<file path="config.mk">
export PLATFORM = sky130hd
export DESIGN_NAME = flash_sdram_loader
export DESIGN_NICKNAME = d
export VERILOG_FILES = /design/src/rtl/flash_sdram_loader.sv
export SDC_FILE = /design/constraint.sdc
export NUM_CORES = 1
export LEC_CHECK = 0
export CORE_UTILIZATION = 45
export CTS_BUF_LIST = sky130_fd_sc_hd__clkbuf_2
export DETAILED_ROUTE_END_ITERATION = 6
export PLACE_DENSITY_LB_ADDON = 0.05
export SYNTH_ARGS = -nofsm -noshare
export SYNTH_HDL_FRONTEND = slang
export SYNTH_SLANG_ARGS = --single-unit
export TNS_END_PERCENT = 10
</file>
<file path="constraint.sdc">
create_clock -name iclk -period 4.7 [get_ports iclk]
set_clock_uncertainty 0.05 [all_clocks]
set_input_delay 1.41 -clock iclk [delete_from_list [all_inputs] [get_ports iclk]]
set_output_delay 1.41 -clock iclk [all_outputs]
set_load 0.03 [all_outputs]
</file>
<file path="src/rtl/flash_sdram_loader.sv">
// Boot-image copier: streams ilen 16-bit words from parallel Flash (toggle req/ack) into SDRAM.
// Optional checksum output ocsum is enabled by defining FLASH_SDRAM_LOADER_CSUM_EN.
module flash_sdram_loader #(
  parameter int FL_AW      = 23,
  parameter int RAM_AW     = 24,
  parameter int LEN_W      = 23,
  parameter bit AUTO_START = 1'b1
) (
  input  logic              iclk,
  input  logic              ireset_n,
  input  logic              istart,
  input  logic [FL_AW-1:0]  ifl_base,
  input  logic [RAM_AW-1:0] iram_base,
  input  logic [LEN_W-1:0]  ilen,
  input  logic              iswap,
  output logic              oloading,
  output logic              odone,
  output logic [LEN_W-1:0]  ocount,
  input  logic              irom_load_wait,
  output logic              orom_load_wr,
  output logic              oram_Wrl,
  output logic              oram_Wrh,
  output logic [RAM_AW-1:0] oram_addr,
  output logic [15:0]       oram_wrdata,
  output logic [FL_AW-1:0]  ofl_addr,
  input  logic [15:0]       ifl_data,
  output logic              ofl_req,
  input  logic              ifl_ack
`ifdef FLASH_SDRAM_LOADER_CSUM_EN
  ,
  output logic [15:0]       ocsum
`endif
);

  typedef enum logic [2:0] {
    ST_IDLE    = 3'd0,
    ST_FL_REQ  = 3'd1,
    ST_FL_WAIT = 3'd2,
    ST_WR      = 3'd3,
    ST_WR_HOLD = 3'd4,
    ST_WR_WAIT = 3'd5,
    ST_NEXT    = 3'd6,
    ST_DONE    = 3'd7
  } state_t;

  localparam logic [FL_AW-1:0]  FL_ONE  = {{(FL_AW-1){1'b0}}, 1'b1};
  localparam logic [RAM_AW-1:0] RAM_ONE = {{(RAM_AW-1){1'b0}}, 1'b1};
  localparam logic [LEN_W-1:0]  LEN_ONE = {{(LEN_W-1){1'b0}}, 1'b1};

  function automatic logic [15:0] byteswap(input logic [15:0] d);
    return {d[7:0], d[15:8]};
  endfunction

  state_t            state_r,    state_s;
  logic [FL_AW-1:0]  fl_addr_r,  fl_addr_s;
  logic [RAM_AW-1:0] ram_addr_r, ram_addr_s;
  logic [LEN_W-1:0]  len_r,      len_s;
  logic [LEN_W-1:0]  count_r,    count_s;
  logic [15:0]       wrdata_r,   wrdata_s;
  logic              swap_r,     swap_s;
  logic              wr_r,       wr_s;
  logic              loading_r,  loading_s;
  logic              done_r,     done_s;
  logic              be_r,       be_s;
  logic              req_r,      req_s;
  logic              auto_r,     auto_s;
  logic              start_s;
`ifdef FLASH_SDRAM_LOADER_CSUM_EN
  logic [15:0]       csum_r,     csum_s;
`endif

  // Next-state and next-output computation for the copy sequencer
  always_comb begin
    state_s    = state_r;
    fl_addr_s  = fl_addr_r;
    ram_addr_s = ram_addr_r;
    len_s      = len_r;
    count_s    = count_r;
    wrdata_s   = wrdata_r;
    swap_s     = swap_r;
    wr_s       = wr_r;
    loading_s  = loading_r;
    done_s     = done_r;
    be_s       = be_r;
    req_s      = req_r;
    auto_s     = auto_r;
`ifdef FLASH_SDRAM_LOADER_CSUM_EN
    csum_s     = csum_r;
`endif
    // auto_r is only ever set before the first copy leaves IDLE
    start_s    = istart | auto_r;

    case (state_r)
      ST_IDLE, ST_DONE: begin
        if (start_s) begin
          auto_s     = 1'b0;
          fl_addr_s  = ifl_base;
          ram_addr_s = iram_base;
          len_s      = ilen;
          swap_s     = iswap;
          count_s    = {LEN_W{1'b0}};
`ifdef FLASH_SDRAM_LOADER_CSUM_EN
          csum_s     = 16'h0000;
`endif
          if (ilen == {LEN_W{1'b0}}) begin
            done_s    = 1'b1;
            loading_s = 1'b0;
            be_s      = 1'b0;
            state_s   = ST_DONE;
          end else begin
            done_s    = 1'b0;
            loading_s = 1'b1;
            be_s      = 1'b1;
            state_s   = ST_FL_REQ;
          end
        end else begin
          state_s = state_r;
        end
      end
      ST_FL_REQ: begin
        req_s   = ~ifl_ack;
        state_s = ST_FL_WAIT;
      end
      ST_FL_WAIT: begin
        if (ifl_ack == req_r) begin
          state_s = ST_WR;
        end else begin
          state_s = ST_FL_WAIT;
        end
      end
      ST_WR: begin
        wrdata_s = swap_r ? byteswap(ifl_data) : ifl_data;
        wr_s     = 1'b1;
        state_s  = ST_WR_HOLD;
      end
      ST_WR_HOLD: begin
        // Guard cycle: the arbiter may not raise its wait flag until after the strobe
        wr_s    = 1'b0;
        state_s = ST_WR_WAIT;
      end
      ST_WR_WAIT: begin
        if (!irom_load_wait) begin
          count_s = count_r + LEN_ONE;
`ifdef FLASH_SDRAM_LOADER_CSUM_EN
          csum_s  = csum_r + wrdata_r;
`endif
          state_s = ST_NEXT;
        end else begin
          state_s = ST_WR_WAIT;
        end
      end
      ST_NEXT: begin
        if (count_r == len_r) begin
          loading_s = 1'b0;
          be_s      = 1'b0;
          done_s    = 1'b1;
          state_s   = ST_DONE;
        end else begin
          fl_addr_s  = fl_addr_r + FL_ONE;
          ram_addr_s = ram_addr_r + RAM_ONE;
          state_s    = ST_FL_REQ;
        end
      end
      default: begin
        state_s = ST_IDLE;
      end
    endcase
  end

  // State and output registers; reset aborts any copy in flight
  always_ff @(posedge iclk or negedge ireset_n) begin
    if (!ireset_n) begin
      state_r    <= ST_IDLE;
      fl_addr_r  <= {FL_AW{1'b0}};
      ram_addr_r <= {RAM_AW{1'b0}};
      len_r      <= {LEN_W{1'b0}};
      count_r    <= {LEN_W{1'b0}};
      wrdata_r   <= 16'h0000;
      swap_r     <= 1'b0;
      wr_r       <= 1'b0;
      loading_r  <= 1'b0;
      done_r     <= 1'b0;
      be_r       <= 1'b0;
      req_r      <= 1'b0;
      auto_r     <= AUTO_START;
`ifdef FLASH_SDRAM_LOADER_CSUM_EN
      csum_r     <= 16'h0000;
`endif
    end else begin
      state_r    <= state_s;
      fl_addr_r  <= fl_addr_s;
      ram_addr_r <= ram_addr_s;
      len_r      <= len_s;
      count_r    <= count_s;
      wrdata_r   <= wrdata_s;
      swap_r     <= swap_s;
      wr_r       <= wr_s;
      loading_r  <= loading_s;
      done_r     <= done_s;
      be_r       <= be_s;
      req_r      <= req_s;
      auto_r     <= auto_s;
`ifdef FLASH_SDRAM_LOADER_CSUM_EN
      csum_r     <= csum_s;
`endif
    end
  end

  assign oloading     = loading_r;
  assign odone        = done_r;
  assign ocount       = count_r;
  assign orom_load_wr = wr_r;
  assign oram_Wrl     = be_r;
  assign oram_Wrh     = be_r;
  assign oram_addr    = ram_addr_r;
  assign oram_wrdata  = wrdata_r;
  assign ofl_addr     = fl_addr_r;
  assign ofl_req      = req_r;
`ifdef FLASH_SDRAM_LOADER_CSUM_EN
  assign ocsum        = csum_r;
`endif

endmodule
</file>
==> results of run 1 <==
## metrics by stage
| step | setup slack (ns) | cell area [um2] |
|---|---|---|
| 2_1_floorplan | 1.82 | 6470 |
| 3_3_place_gp | 0.883 | 8420 |
| 3_5_place_dp | 0.857 | 8420 |
| 4_1_cts | 1.20 | 8620 |
| 5_1_grt | 1.14 | 8620 |
| 6_report | 1.26 | 8620 |
## cell type report
class / count / area (um2)
fillers: 1229 / 5310
clock buffers: 18 / 90.1
well taps: 180 / 225
repair buffers: 193 / 1920
flip-flops and latches: 118 / 2950
multi-input cells: 565 / 3300
inverters: 6 / 22.5
clock inverters: 14 / 116
## cell families after synthesis
family	Yosys count	share of synthesized area, %
adder cells (fa/ha/maj)	3	0.580
AO/OA/AOI/OAI	176	18.4
flip-flops	118	45.6
buffers and inverters	47	3.58
multiplexers	18	2.80
XOR/XNOR	44	5.95
AND/OR/NAND/NOR	324	23.1
## registers in the layout, indices dropped and copies added, names as in the netlist
signal / count
state_r: 3
oram_wrdata: 16
orom_load_wr: 1
len_r: 23
ofl_addr: 23
swap_r: 1
ofl_req: 1
auto_r: 1
odone: 1
ocount: 23
oram_addr: 24
oram_Wrh: 1
## final timing paths
check                            endpoint  slack, ns  cells past startpoint
setup / recovery            oram_addr[14]       1.26                      1
hold / removal             oram_wrdata[9]       0.45                      2
setup reg to reg             ofl_addr[20]       1.57                      6
hold reg to reg            oram_wrdata[9]       0.45                      2
max in group asynchronous   oram_addr[17]       2.83                      2
min in group asynchronous       ocount[5]       0.83                      1
## power breakdown
group          switching, mW  internal [mW]  leakage [nW]
clock                  0.384          0.231         0.134
sequential             0.485           1.41          1.45
combinational           1.52           1.10          2.06
## placed cells by master, fill, tap and decap left out, types with 4 or more instances in the layout
master and count:
clkinv_2 6, mux2i_1 17, a21o_1 4, xnor2_1 11, inv_1 6, clkbuf_2 18, and4_1 10, a211oi_1 6
nand2b_1 4, nand2_1 143, nor4_1 19, o32ai_1 7, nand3_1 28, and3_1 12, clkinv_1 5, a21oi_1 31
o21ai_0 42, xor2_1 33, o22ai_1 10, buf_4 10, nor2_1 66, nor3_1 14, nand4_1 13, and2_1 5
dfrtp_1 117, o31ai_1 6, a311oi_1 4, o211ai_1 9, clkdlybuf4s50_1 182, o311ai_0 5, a31oi_1 11
## layer usage
metal  vias up  routed length [um]
li1       3007                   -
met1      3111                8380
met2       260                9180
met3        31                1300
met4         0                 368
met5         -                   0
==> impl_metrics.csv, run 1 <==
group,metric,value,unit
setup_path,path_class,"reg2out",
setup_path,path_delay_family,"buffers and inverters",
setup_path,worst_setup_path_start_kind,"register",
yosys,synth_nets,825,
yosys,synthArstFlopShare,100,%
floorplanning,fp.dieH,122,um
setup_path,path_cells,"clkdlybuf4s50_1",
final_layout,final_cells,1094,
setup_path,crit_fanout,10,
final_layout,drive_gt1_share,5.69,%
setup_path,worstReg2RegStart,"ocount[8]",
setup_path,arrival,1.98,ns
yosys,synth_common_cells,"nand2_1, dfrtp_1, nor2_1",
grt,grt_pass1_vias,6149,
routing,dr.pass1.iters,7,
clocking,h-tree-depth,4,
routing,ant_nets,0,
timing,finalHoldViolations,0,
clocking,cts-hold-fix-buffers,0,
grt,antenna_found_initial,0,
timing,whs,0.448,ns
timing,setup_viol,0,
timing,slew_viol_final,0,
timing,worst_pin_slew,1.26,ns
clocking,post_cts_resized,0,
placement,dp_hpwl,13700,um
floorplanning,pin_count,184,
worst_hold_path,hp-class,"reg2reg",
yosys,synth_area_leader_cell,"dfrtp_1",
grt,busiest_layer,"met2",
final_layout,syn_to_final_growth,33.2,%
setup_path,crit_slowest_cell,"clkdlybuf4s50_1",
timing,timing.fmax,291,MHz
setup_path,critPathMaxStageDelay,0.73,ns
timing,final.setup.tns,0,ns
timing,min_period,3.44,ns
worst_hold_path,min_from,"oram_wrdata[9]",
placement,place.gp.congestion,0.873,
final_layout,final_util,61.9,%
timing,rsz0062_at_grt,"no",
floorplanning,die-area,14900,um2
clocking,clockRootBuffer,"clkbuf_2",
routing,drtIter0Drc,540,
floorplanning,start_util,46.4,%
final_layout,antennaDiodeCount,0,
grt,grt_use_met2,42.8,%
yosys,syn_avg_cell_area,8.87,um2
yosys,synth_area,6470,um2
floorplanning,rows,43,
yosys,seq_area_frac_synth,45.6,%
routing,drt_wl_total,19200,um
yosys,synth-seq-cells,118,
grt,grt.overflow.total,0,
grt,grt_pass1_wl,30400,um
yosys,synth.distinct_cells,68,
yosys,synth_edf_count,0,
pwr,ir_worst_vdd,0.000348,V
clocking,cts_tree,"done",
final_layout,finalNetCount,996,
routing,dr_total_vias,6409,
yosys,yosys-top-cells-area,"dfrtp_1, nand2_1, xor2_1",
setup_path,critPathBufInv,1,
grt,grtUsageTotal,26.6,%
yosys,synth_top_flop_cell,"dfrtp_1",
pwr,power,5.13,mW
timing,slew_headroom,16.0,%
clocking,cts.clk_slew.worst_paths,0.18,ns
yosys,synth_top_cell_area_share,45.2,%
setup_path,worstPathRequired,3.24,ns
placement,placed_cells,1062,
routing,route.detailed.drc,0,
clocking,cts_buffers,17,
grt,use_met1,35.6,%
setup_path,crit_path_end_kind,"output port",
floorplanning,fp.dieW,122,um
run_status,outcome,"completed",
clocking,clock-sinks,118,
clocking,insertion_delay,0.69,ns
routing,vias_per_cell,5.86,
timing,period_share,73.2,%
floorplanning,coreArea,13900,um2
yosys,synth.most_common_cell,"nand2_1",
yosys,ys_warn_count,0,
yosys,syn_inst,730,
placement,port_buffers,183,
setup_path,startpoint,"oram_addr[14]",
grt,grtUsageMet3,4.82,%
clocking,post_cts_buffers,0,
clocking,clockBufferDepth,2,
pwr,powerDensity,595,nW/um2
job,cap_violations,0,
grt,grt_max_degree,82,
routing,wl_per_cell,17.6,um
pwr,leakage,3.64,nW
Note: power is estimated with default switching activity, not from simulation.
==> run 2: changes to the inputs <==
clock period = 3.5 ns   (was 4.7 ns; I/O delays follow)
==> run 2 against run 1 <==
Against the previous run: setup slack lost 0.88 ns; critical path type unchanged; count of clock-buffer cells in the layout shrank 1; via count shrank 0.37%; combinational power grew 36%; largest cell class unchanged; die area is the same; largest power group unchanged; sequential cell count is the same; clock power grew 51%; sequential share of layout area shrank 0.39 points.
==> impl_metrics.csv, run 2 (synthesized netlist as in run 1, its figures left out) <==
group,metric,value,unit
final_layout,finalNetCount,1000,
grt,grt_pass1_vias,6171,
timing,slew_viol_final,0,
setup_path,path_cells,"clkdlybuf4s50_1",
timing,min_period,3.12,ns
setup_path,crit_slowest_cell,"clkdlybuf4s50_1",
floorplanning,die-area,14900,um2
routing,dr_total_vias,6385,
setup_path,critPathBufInv,1,
final_layout,final_cells,1099,
timing,worst_pin_slew,0.969,ns
setup_path,critPathMaxStageDelay,0.74,ns
clocking,h-tree-depth,4,
timing,period_share,89.1,%
pwr,p_seq_share,36.0,%
setup_path,arrival,2.02,ns
floorplanning,fp.dieH,122,um
final_layout,layout_commonest_cell,"clkdlybuf4s50_1",
pwr,ir_worst_vdd,0.000546,V
routing,drt_wl_total,19400,um
floorplanning,start_util,46.4,%
timing,slew_headroom,35.2,%
final_layout,largest_reg_flops,24,
clocking,cts.clk_slew.worst_paths,0.18,ns
grt,antenna_found_initial,1,
routing,route.detailed.drc,0,
floorplanning,rows,43,
placement,dp_hpwl,13900,um
grt,grt_pass1_wl,30600,um
clocking,post_cts_resized,0,
pwr,switching_share,46.3,%
setup_path,worst-r2r-setup-slack,0.79,ns
setup_path,path_delay_family,"buffers and inverters",
setup_path,worst_setup_path_start_kind,"register",
placement,port_buffers,183,
timing,final.setup.tns,0,ns
clocking,clock-sinks,118,
placement,placed_cells,1066,
floorplanning,coreArea,13900,um2
pwr,clockPowerShare,13.2,%
setup_path,path_class,"reg2out",
timing,finalHoldViolations,0,
final_layout,syn_to_final_growth,34.8,%
timing,timing.fmax,321,MHz
setup_path,worstPathRequired,2.40,ns
setup_path,crit_fanout,10,
clocking,clockBufferDepth,2,
floorplanning,fp.dieW,122,um
clocking,cts_buffers,17,
clocking,post_cts_buffers,0,
pwr,internal_power,3.77,mW
clocking,cts_tree,"done",
grt,grt_max_degree,53,
pwr,p_comb_share,50.7,%
setup_path,reg2reg_depth,6,
grt,grtUsageTotal,26.9,%
timing,setup_viol,0,
floorplanning,pin_count,184,
final_layout,final_util,62.6,%
clocking,clockRootBuffer,"clkbuf_2",
placement,place.gp.congestion,0.868,
final_layout,fill_cells,1200,
worst_hold_path,hp-class,"in2async",
setup_path,crit_path_end_kind,"output port",
job,cap_violations,0,
setup_path,reg2reg_to,"oram_addr[23]",
routing,wl_per_cell,17.7,um
setup_path,worstReg2RegStart,"ocount[8]",
routing,drtIter0Drc,517,
pwr,leakage,3.67,nW
timing,rsz0062_at_grt,"no",
final_layout,final_cell_mix,"clkdlybuf4s50_1, nand2_1, dfrtp_1",
routing,dr.pass1.iters,5,
placement,placed_area,8470,um2
final_layout,drive_gt1_share,6.43,%
pwr,powerDensity,805,nW/um2
clocking,insertion_delay,0.71,ns
final_layout,design_area,8720,um2
routing,vias_per_cell,5.81,
routing,ant_nets,0,
grt,grt.overflow.total,0,
pwr,net-switching-power,3.25,mW
clocking,cts-hold-fix-buffers,0,
run_status,outcome,"completed",
[run 2: worst max-delay path by stage]
stage / depth (start not counted) / end / startpoint
global placement: 6 / state_r[1] / ilen[10]
global route: 1 / ocount[19] / ocount[19]
detailed placement: 6 / state_r[1] / ilen[10]
finish: 1 / oram_addr[14] / oram_addr[14]
CTS: 1 / ocount[3] / ocount[3]
floorplan: 7 / oram_addr[23] / istart
[run 2: layout make-up]
cell class / count / area [um2] / area share, %
antenna: 1 / 2.50 / 0.0287
tap: 180 / 225 / 2.58
inverter: 6 / 22.5 / 0.258
timing repair buffer: 197 / 1970 / 22.6
clock inverter: 15 / 163 / 1.86
multi-input combinational: 565 / 3300 / 37.8
sequential: 118 / 2950 / 33.9
clock buffer: 17 / 85.1 / 0.975
[run 2: per-stage QoR]
step | total power, mW | worst slack (ns) | hold slack (ns)
6_report | 7.02 | 0.381 | 0.272
5_1_grt | 7.50 | 0.275 | 0.237
4_1_cts | 7.05 | 0.316 | 0.215
3_5_place_dp | 6.11 | 0.420 | 0.421
3_3_place_gp | 6.00 | 0.436 | 0.412
2_1_floorplan | 4.68 | 0.983 | 0.415
[run 2: power groups by stage]
stage,Sequential [mW],Combinational (mW),Clock [mW]
finish,2.53,3.56,0.928
global route,2.62,3.86,1.02
CTS,2.52,3.57,0.955
detailed placement,2.55,3.56,0
global placement,2.51,3.49,0
floorplan,3.07,1.62,0
[run 2: routing by layer]
layer / track usage, % / routed length, um / up-vias
li1: - / - / 2996
met1: 34.5 / 8250 / 3072
met2: 43.1 / 9240 / 278
met3: 5.90 / 1360 / 39
met4: 12.5 / 569 / 0
met5: 0 / 0 / -
==> run 3: changes to the inputs <==
CAP_MARGIN = 20   (was unset)
==> results of run 3 <==
Final layout, timing and power as in run 2 (identical DEF).
